$ cat src/rtl/video_timing_pkg.sv
// rtl/video_timing_pkg.sv - raster timing sets and helpers for video_timing_gen
package video_timing_pkg;

  // One axis of a raster: region lengths in pixels (h) or lines (v)
  typedef struct packed {
    logic [11:0] active;
    logic [11:0] fp;
    logic [11:0] sync;
    logic [11:0] bp;
  } timing_t;

  localparam timing_t H_640X480 = '{active: 12'd640, fp: 12'd16, sync: 12'd96,  bp: 12'd48};
  localparam timing_t V_640X480 = '{active: 12'd480, fp: 12'd10, sync: 12'd2,   bp: 12'd33};
  localparam timing_t H_800X600 = '{active: 12'd800, fp: 12'd40, sync: 12'd128, bp: 12'd88};
  localparam timing_t V_800X600 = '{active: 12'd600, fp: 12'd1,  sync: 12'd4,   bp: 12'd23};

  // Total period of one axis; 13 bits so a full 4096 period is representable
  function automatic logic [12:0] total(timing_t t);
    return 13'(t.active) + 13'(t.fp) + 13'(t.sync) + 13'(t.bp);
  endfunction

endpackage

$ cat src/rtl/timing_axis.sv
// rtl/timing_axis.sv - one raster axis counter with registered region decodes
module timing_axis
  import video_timing_pkg::*;
#(
  parameter timing_t P = H_640X480
) (
  input  logic        clk,
  input  logic        reset,
  input  logic        step,
  output logic [11:0] count,
  output logic        wrap,
  output logic        active,
  output logic        sync
);

  localparam logic [12:0] TOT     = total(P);
  localparam logic [11:0] LAST    = 12'(TOT - 13'd1);
  localparam logic [11:0] SYNC_LO = 12'(13'(P.active) + 13'(P.fp));
  localparam logic [12:0] SYNC_HI = 13'(P.active) + 13'(P.fp) + 13'(P.sync);

  logic [11:0] w_next;

  // Next position along the axis, wrapping after the last back-porch slot
  always_comb begin
    w_next = (count == LAST) ? 12'd0 : count + 12'd1;
  end

  // Decodes are computed from the next count so they line up with it, zero lag
  always_ff @(posedge clk) begin
    if (reset) begin
      count  <= LAST;
      wrap   <= 1'b1;
      active <= 1'b0;
      sync   <= 1'b0;
    end else if (step) begin
      count  <= w_next;
      wrap   <= (w_next == LAST);
      active <= (w_next < P.active);
      sync   <= (w_next >= SYNC_LO) && ({1'b0, w_next} < SYNC_HI);
    end
  end

endmodule

$ cat src/rtl/video_timing_gen.sv
// rtl/video_timing_gen.sv - raster timing generator: syncs, blank, coordinates, frame markers
module video_timing_gen
  import video_timing_pkg::*;
#(
  parameter int H_ACTIVE = 640,
  parameter int H_FP     = 16,
  parameter int H_SYNC   = 96,
  parameter int H_BP     = 48,
  parameter int V_ACTIVE = 480,
  parameter int V_FP     = 10,
  parameter int V_SYNC   = 2,
  parameter int V_BP     = 33,
  parameter bit HS_POL   = 1'b0,
  parameter bit VS_POL   = 1'b0
) (
  input  logic        clk,
  input  logic        reset,
  input  logic        ce,
  output logic        blank,
  output logic        hsync,
  output logic        vsync,
  output logic        hsync_pin,
  output logic        vsync_pin,
  output logic [11:0] pix_x,
  output logic [11:0] pix_y,
  output logic        sof,
  output logic        eol,
  output logic [7:0]  frame_cnt
);

  localparam int H_TOTAL = H_ACTIVE + H_FP + H_SYNC + H_BP;
  localparam int V_TOTAL = V_ACTIVE + V_FP + V_SYNC + V_BP;

  if (H_TOTAL > 4096 || V_TOTAL > 4096 ||
      H_ACTIVE <= 0 || H_FP <= 0 || H_SYNC <= 0 || H_BP <= 0 ||
      V_ACTIVE <= 0 || V_FP <= 0 || V_SYNC <= 0 || V_BP <= 0) begin : g_bad_params
    $error("video_timing_gen: region lengths must be nonzero and totals at most 4096");
  end

  localparam timing_t H_TIM = '{active: 12'(H_ACTIVE), fp: 12'(H_FP), sync: 12'(H_SYNC), bp: 12'(H_BP)};
  localparam timing_t V_TIM = '{active: 12'(V_ACTIVE), fp: 12'(V_FP), sync: 12'(V_SYNC), bp: 12'(V_BP)};

  localparam logic [11:0] H_LAST_ACT = 12'(H_ACTIVE - 1);
  localparam logic [11:0] V_LAST_ACT = 12'(V_ACTIVE - 1);
  localparam logic [11:0] H_PRE_EOL  = 12'(H_ACTIVE - 2);

  logic w_h_wrap, w_h_active;
  logic w_v_wrap, w_v_active;
  logic w_v_step;
  logic w_nh_act, w_nv_act, w_nh_eol;

  logic       r_blank;
  logic       r_sof;
  logic       r_eol;
  logic [7:0] r_frame_cnt;

  timing_axis #(.P(H_TIM)) u_h_axis (
    .clk    (clk),
    .reset  (reset),
    .step   (ce),
    .count  (pix_x),
    .wrap   (w_h_wrap),
    .active (w_h_active),
    .sync   (hsync)
  );

  timing_axis #(.P(V_TIM)) u_v_axis (
    .clk    (clk),
    .reset  (reset),
    .step   (w_v_step),
    .count  (pix_y),
    .wrap   (w_v_wrap),
    .active (w_v_active),
    .sync   (vsync)
  );

  // Look-ahead of the region flags at the position the next ce moves to
  always_comb begin
    w_v_step = ce & w_h_wrap;
    w_nh_act = w_h_wrap | (w_h_active & (pix_x != H_LAST_ACT));
    w_nv_act = w_v_step ? (w_v_wrap | (w_v_active & (pix_y != V_LAST_ACT))) : w_v_active;
    w_nh_eol = (H_ACTIVE == 1) ? w_h_wrap : (pix_x == H_PRE_EOL);
  end

  // Position-derived outputs load with the counters; sof is a single ce-wide pulse
  always_ff @(posedge clk) begin
    if (reset) begin
      r_blank     <= 1'b1;
      r_sof       <= 1'b0;
      r_eol       <= 1'b0;
      r_frame_cnt <= 8'd0;
    end else if (ce) begin
      r_blank <= ~(w_nh_act & w_nv_act);
      r_eol   <= w_nh_eol & w_nv_act;
      r_sof   <= w_h_wrap & w_v_wrap;
      if (w_h_wrap & w_v_wrap) begin
        r_frame_cnt <= r_frame_cnt + 8'd1;
      end
    end else begin
      r_sof <= 1'b0;
    end
  end

  assign blank     = r_blank;
  assign sof       = r_sof;
  assign eol       = r_eol;
  assign frame_cnt = r_frame_cnt;
  assign hsync_pin = hsync ^ ~HS_POL;
  assign vsync_pin = vsync ^ ~VS_POL;

endmodule
$ cat config.mk
export PLATFORM = sky130hd
export DESIGN_NAME = video_timing_gen
export DESIGN_NICKNAME = d
export VERILOG_FILES = /design/src/rtl/video_timing_pkg.sv /design/src/rtl/timing_axis.sv /design/src/rtl/video_timing_gen.sv
export SDC_FILE = /design/constraint.sdc
export NUM_CORES = 1
export LEC_CHECK = 0
export BUFFER_PORTS_ARGS = -buffer_cell sky130_fd_sc_hd__buf_2
export CAP_MARGIN = 40
export CORE_MARGIN = 2
export CORE_UTILIZATION = 58
export CTS_CLUSTER_SIZE = 24
export DETAILED_ROUTE_END_ITERATION = 6
export PLACE_DENSITY = 0.82
export SLEW_MARGIN = 15
export SYNTH_ARGS = -nofsm -noshare
export SYNTH_HDL_FRONTEND = slang
export SYNTH_SLANG_ARGS = --single-unit
$ cat constraint.sdc
create_clock -name clk -period 3.4 [get_ports clk]
set_input_delay 0.17 -clock clk [delete_from_list [all_inputs] [get_ports clk]]
set_output_delay 0.17 -clock clk [all_outputs]
set_load 0.02 [all_outputs]
# Word-level counts from Yosys, hierarchy flattened
# Index checks and enable logic that the tools add are counted.
[totals]
register_bits = 41
inputBits = 3
out_inout_bits = 39
[op_classes]
addsub = 3
n_lt_le_gt_ge = 6
n_eq_ne = 7
mux = 3
bitwise_logic = 12
reduce_logical = 4
[ops]
columns = ["op", "count"]
rows = [
  ["$eq 12x10->1 const B", 5],
  ["$add 12x1->12 const B", 2],
  ["$lt 12x10->1 const B", 2],
  ["$lt 12x9->1 const B", 2],
  ["$mux 12", 2],
  ["$ge 12x10->1 const B", 1],
  ["$ge 12x9->1 const B", 1],
  ["$ne 12x10->1 const B", 1],
  ["$ne 12x9->1 const B", 1],
  ["$add 8x1->8 const B", 1],
  ["$and 1x1->1", 6],
  ["$not 1->1", 4],
  ["$logic_and 1x1->1", 2],
  ["$or 1x1->1", 2],
  ["$reduce_and 2->1", 1],
  ["$reduce_or 2->1", 1],
  ["$mux 1", 1],
]

# Logic depth before layout (Yosys ltp)
[depth]
depth_word = 6
ltp_mapped = 8
depth_no_buf = 7

# Hierarchy
# From an unflattened synthesis, not the netlist that was laid out.
[unflattened]
hier_cells = 330
hier_area_um2 = 2702.6
[by_module_without_submodules]
columns = ["module", "n_inst", "cells_per_inst", "area_per_inst_um2"]
rows = [
  ["timing_axis (u_h_axis)", 1, 132, 1086.0],
  ["timing_axis (u_v_axis)", 1, 133, 1064.8],
  ["video_timing_gen", 1, 65, 551.8],
]

# Least setup slack after synthesis
# OpenSTA, ideal clock, no wires.
[synth_timing]
path_type = "flip-flop to flip-flop"
startpoint = "register u_h_axis.count[1]"
endpoint = "register u_h_axis.active"
setup_time_ns = 0.101
arrival_ns = 2.063
required_ns = 3.299
slack_ns = 1.236
path_stages_with_launch = 7
path_buffers = 0
period_less_slack_ns = 2.164
cell_sequence = "dfxtp_1 ha_1 inv_1 or4b_4 nor4b_2 a221oi_1 o41ai_1"
[synth_between]
elab_chain_len = 3
word_cells_on_any_way = 4
[synth_rtl]
columns = ["item", "line", "text"]
rows = [
  ["start: declaration", "timing_axis.sv:10", "output logic [11:0] count,"],
  ["start signal: assignment", "timing_axis.sv:36", "count <= w_next;"],
  ["$add 12x1->12 / $eq 12x10->1 (equally long branches)", "timing_axis.sv:25", "w_next = (count == LAST) ? 12'd0 : count + 12'd1;"],
  ["$mux 12 (*)", "timing_axis.sv:25", ""],
  ["$lt 12x10->1 (*)", "timing_axis.sv:38", "active <= (w_next < P.active);"],
  ["end signal: assignment", "timing_axis.sv:38", ""],
  ["end: declaration", "timing_axis.sv:12", "output logic active,"],
]
# Mark *: on every way between the ends. The rest lies on a longest branch, timed or not.
# A chain may end at the register's enable or synchronous reset.

# Worst setup path after layout
[layout_timing]
startpoint = "register u_h_axis.count[1]"
endpoint = "register u_h_axis.sync"
[layout_between]
elab_chain_len = 4
word_cells_on_any_way = 6
[layout_rtl]
columns = ["item", "line", "text"]
rows = [
  ["$add 12x1->12 / $eq 12x10->1 (equally long branches)", "timing_axis.sv:25", ""],
  ["$mux 12 (*)", "timing_axis.sv:25", ""],
  ["$ge 12x10->1 / $lt 12x10->1 (equally long branches)", "timing_axis.sv:39", "sync <= (w_next >= SYNC_LO) && ({1'b0, w_next} < SYNC_HI);"],
  ["$logic_and 1x1->1 (*)", "timing_axis.sv:39", ""],
  ["end signal: assignment", "timing_axis.sv:39", ""],
  ["end: declaration", "timing_axis.sv:13", "output logic sync"],
]
# Marked as above.

==> summary.md <==
| Metric | Value |
|---|---|
| Core Rows | 24 |
| Synth cell types | 65 |
| Count of buffers inserted at the top-level ports | 41 |
| First DRT Iteration DRCs | 278 |
| Top library cells by usage in the layout, fill and taps aside | sky130_fd_sc_hd__dfxtp_1 (41), sky130_fd_sc_hd__buf_2 (41), sky130_fd_sc_hd__nor2_1 (39), sky130_fd_sc_hd__nand2_1 (30), sky130_fd_sc_hd__a21oi_1 (21) |
| CP max stage delay | 0.59 ns |
| Fraction of the core area covered by cells at the end of the flow | 66.2% |
| Final hold violations | 0 |
| Detailed-routing iteration count for the pre-antenna-repair pass | 5 |
| Post-layout instance count excluding filler cells | 405 |
| Fraction of layout cells with a size suffix above 1 | 16.1% |
| Maximum fanout along the worst path | 14 |
| Sequential-to-total area share from yosys stat | approximately a third |
| Global-route wire length before repair | 10.9 mm |
| Congestion Overflow GR | 0 |
| Async set-reset flop share out of synthesis | 0% |
| Worst skew pair latency | 0.30 ns |
| Number of gates resized after CTS | 0 |
| Core box area | 4290 um2 |
| Antenna viol nets, final | 0 |
| Total of max-cap violations | 0 |
| VDD IR max | between 0.0002 and 0.00025 V |
| Headroom to the max-slew limit | between 40% and 50% |
| Worst Hold Class | in2reg |
| Total setup buffers inserted after CTS | 0 |
| Maximum count of clock buffers along a single path | 2 |
| Critical setup path kind | reg2reg |
| Fin crit share | about three quarters |
| Critical path, cell by cell | ha_1 > inv_1 > or4b_4 > nor4b_2 > a221oi_1 > o41ai_1 |
| Count of state elements after synthesis | between 40 and 50 |
| Synth Net Count | 337 |
| Vertical extent of the die | 70.5 um |
| Wirelength, routed | 6.41 mm |
| Area of the multi-input gates | 1600 um2 |
| Shortest period the worst path allows | 2.61 ns |
| Fill cell total of the finished layout | approximately 380 |
| Mux contribution to synthesized area | 0.830% |
| Level count of the clock H-tree | 2 |
| Die footprint | approximately 5000 um2 |
| Clock tree root driver cell | sky130_fd_sc_hd__clkbuf_8 |
| Depth of the worst register-to-register path | 6 |
| Combinational family with the most area after synthesis | simple AND/OR/NAND/NOR gates |
| Gpl congestion | 0.904 |
| Die extent in x | 70.5 um |
| Lkg Pwr | 1.14 nW |
| Number of vias after detailed routing | 2,502 |
| Flip-flop cell with the highest count after synthesis | sky130_fd_sc_hd__dfxtp_1 |
| Number of diodes | 0 |
| Buf+Inv Stages, Crit Path | 1 |
| Layout Skew | approximately 0.007 ns |
| XOR/XNOR share of the synthesized area | under 10% |
| Clock transition at the registers of the reported paths | 0.09 ns |
| Number of hold-repair buffers added at the cts stage | 0 |
| Number of slew-limit violations in the final report | 0 |
| Crit path max-delay cell type | sky130_fd_sc_hd__or4b_4 |
| # setup viols final | 0 |
| Number of warnings reported in the yosys synthesis log | 0 |
| Ports placed on the boundary | between 40 and 50 |
| DRC | 0 |
| Adder and majority cell fraction of the synthesized area | 2.44% |
| Number of global-route vias before repair | 2,204 |
| Mapped Area | ~2600 um2 |
| Placed Instances | 397 |
| Outcome | finished, final reports clean |
| Simple-gate area share of the yosys netlist | around 33% |
| HPWL after DPL | 4.42 mm |
| Complex-gate fraction of the synthesized area | 21.0% |
| CTS Buf Count | 5 |
| Starting Density | 59.7% |
| Maximum number of pins on one net before global-route repair | 46 |
| Depth of the critical timing path with buffers and inverters included | 6 |
| Clock sink count | 41 |
| Area growth, synth to finish | 10.9% |
| Global-route usage over all layers | 26.9% |
| Via-to-Cell Ratio | 6.18 |
| Register area | 821 um2 |
| Cell area power density | 459 nW/um2 |
| Data arrival time of the worst path | about 2.8 ns |
| Critical path endpoint category | flip-flop |
| Data required time at the worst endpoint | 3.59 ns |
| Setup_tns | 0 ns |
| Worst-margin pin slew | 0.778 ns |
| NumNets Final | 360 |
| Number of enable-type register cells in the synthesized netlist | 0 |
| Number of antenna violations at the first check in global routing | 0 |
| Clock tree from TritonCTS | done |
| Post-Syn Instances | 329 |
| Setup repair after global routing missed its margin | false |
| Syn_area_per_cell | 7.79 um2 |
| Fmax achieved | 0.383 GHz |
| Worst hold path cell count | 3 |
| Routed wire per std cell | around 16 um |
| Critical Path Start Type | flip-flop |
| Family with the most delay on the worst path | simple AND/OR/NAND/NOR gates |
==> through the flow <==
| stage | setup WS (ns) | power [mW] | cell area [um2] | hold WS, ns |
|---|---|---|---|---|
| finish | 0.791 | 1.31 | 2840 | 0.336 |
| global route | 0.476 | 1.37 | 2840 | 0.345 |
| CTS | 0.781 | 1.31 | 2840 | 0.326 |
| detailed placement | 0.787 | 0.889 | 2720 | 0.456 |
| global placement | 1.01 | 0.886 | 2720 | 0.446 |
| floorplan | 1.24 | 0.825 | 2560 | 0.421 |
==> worst register-to-register path, stage by stage, from the launching register on <==
cell and delay [ns]:
sky130_fd_sc_hd__dfxtp_1 0.52, sky130_fd_sc_hd__ha_1 0.52, sky130_fd_sc_hd__inv_1 0.18, sky130_fd_sc_hd__or4b_4 0.59
sky130_fd_sc_hd__nor4b_2 0.22, sky130_fd_sc_hd__a221oi_1 0.12, sky130_fd_sc_hd__o41ai_1 0.36
==> final timing paths <==
kind,slack (ns),startpoint,to
setup reg to reg,0.79,u_h_axis.count[1],u_h_axis.sync
hold reg to reg,0.47,eol,eol
hold / removal,0.34,ce,eol
setup / recovery,0.79,u_h_axis.count[1],u_h_axis.sync
==> cell families after synthesis <==
kind of cell | count (synthesis)
buf+inv | 34
xor+xnor | 14
fa+ha+maj | 5
mux | 2
compound gates | 80
simple gates | 153
flops | 41
==> layout make-up <==
class	instances	share of cell area, %
clock inverters	2	1.32
repair buffers	41	7.22
clock buffers	6	2.91
inverters	9	1.19
multi-input cells	254	56.2
flip-flops and latches	41	28.9
well taps	52	2.29
==> layer usage <==
layer | GRT usage (%) | up-vias | part of all wire, %
met2 | 38.1 | 105 | 44
met1 | 40.0 | 1142 | 47
li1 | - | 1245 | -
met4 | 9.19 | 0 | 1.3
met5 | 0 | - | 0
met3 | 5.77 | 10 | 7.4
==> synthesized netlist by cell type (all sizes together), types with 7 or more instances <==
master,count,area [um2]
o21ai,17,85.1
buf,10,55.1
dfxtp,41,821
nand2,30,113
nor2,40,153
clkbuf,15,56.3
or3,8,50.1
inv,9,33.8
and3,9,56.3
xor2,9,78.8
nor3,9,45.0
nand4,7,43.8
a31oi,8,50.1
a21oi,21,105
nand3,14,75.1
==> where the power goes <==
part / internal (mW) / switching, mW / total (mW)
logic: 0.121 / 0.193 / 0.314
clock network: 0.239 / 0.182 / 0.421
registers: 0.509 / 0.0614 / 0.571
total: 0.869 / 0.437 / 1.31
(Power assumes the default switching activity.)
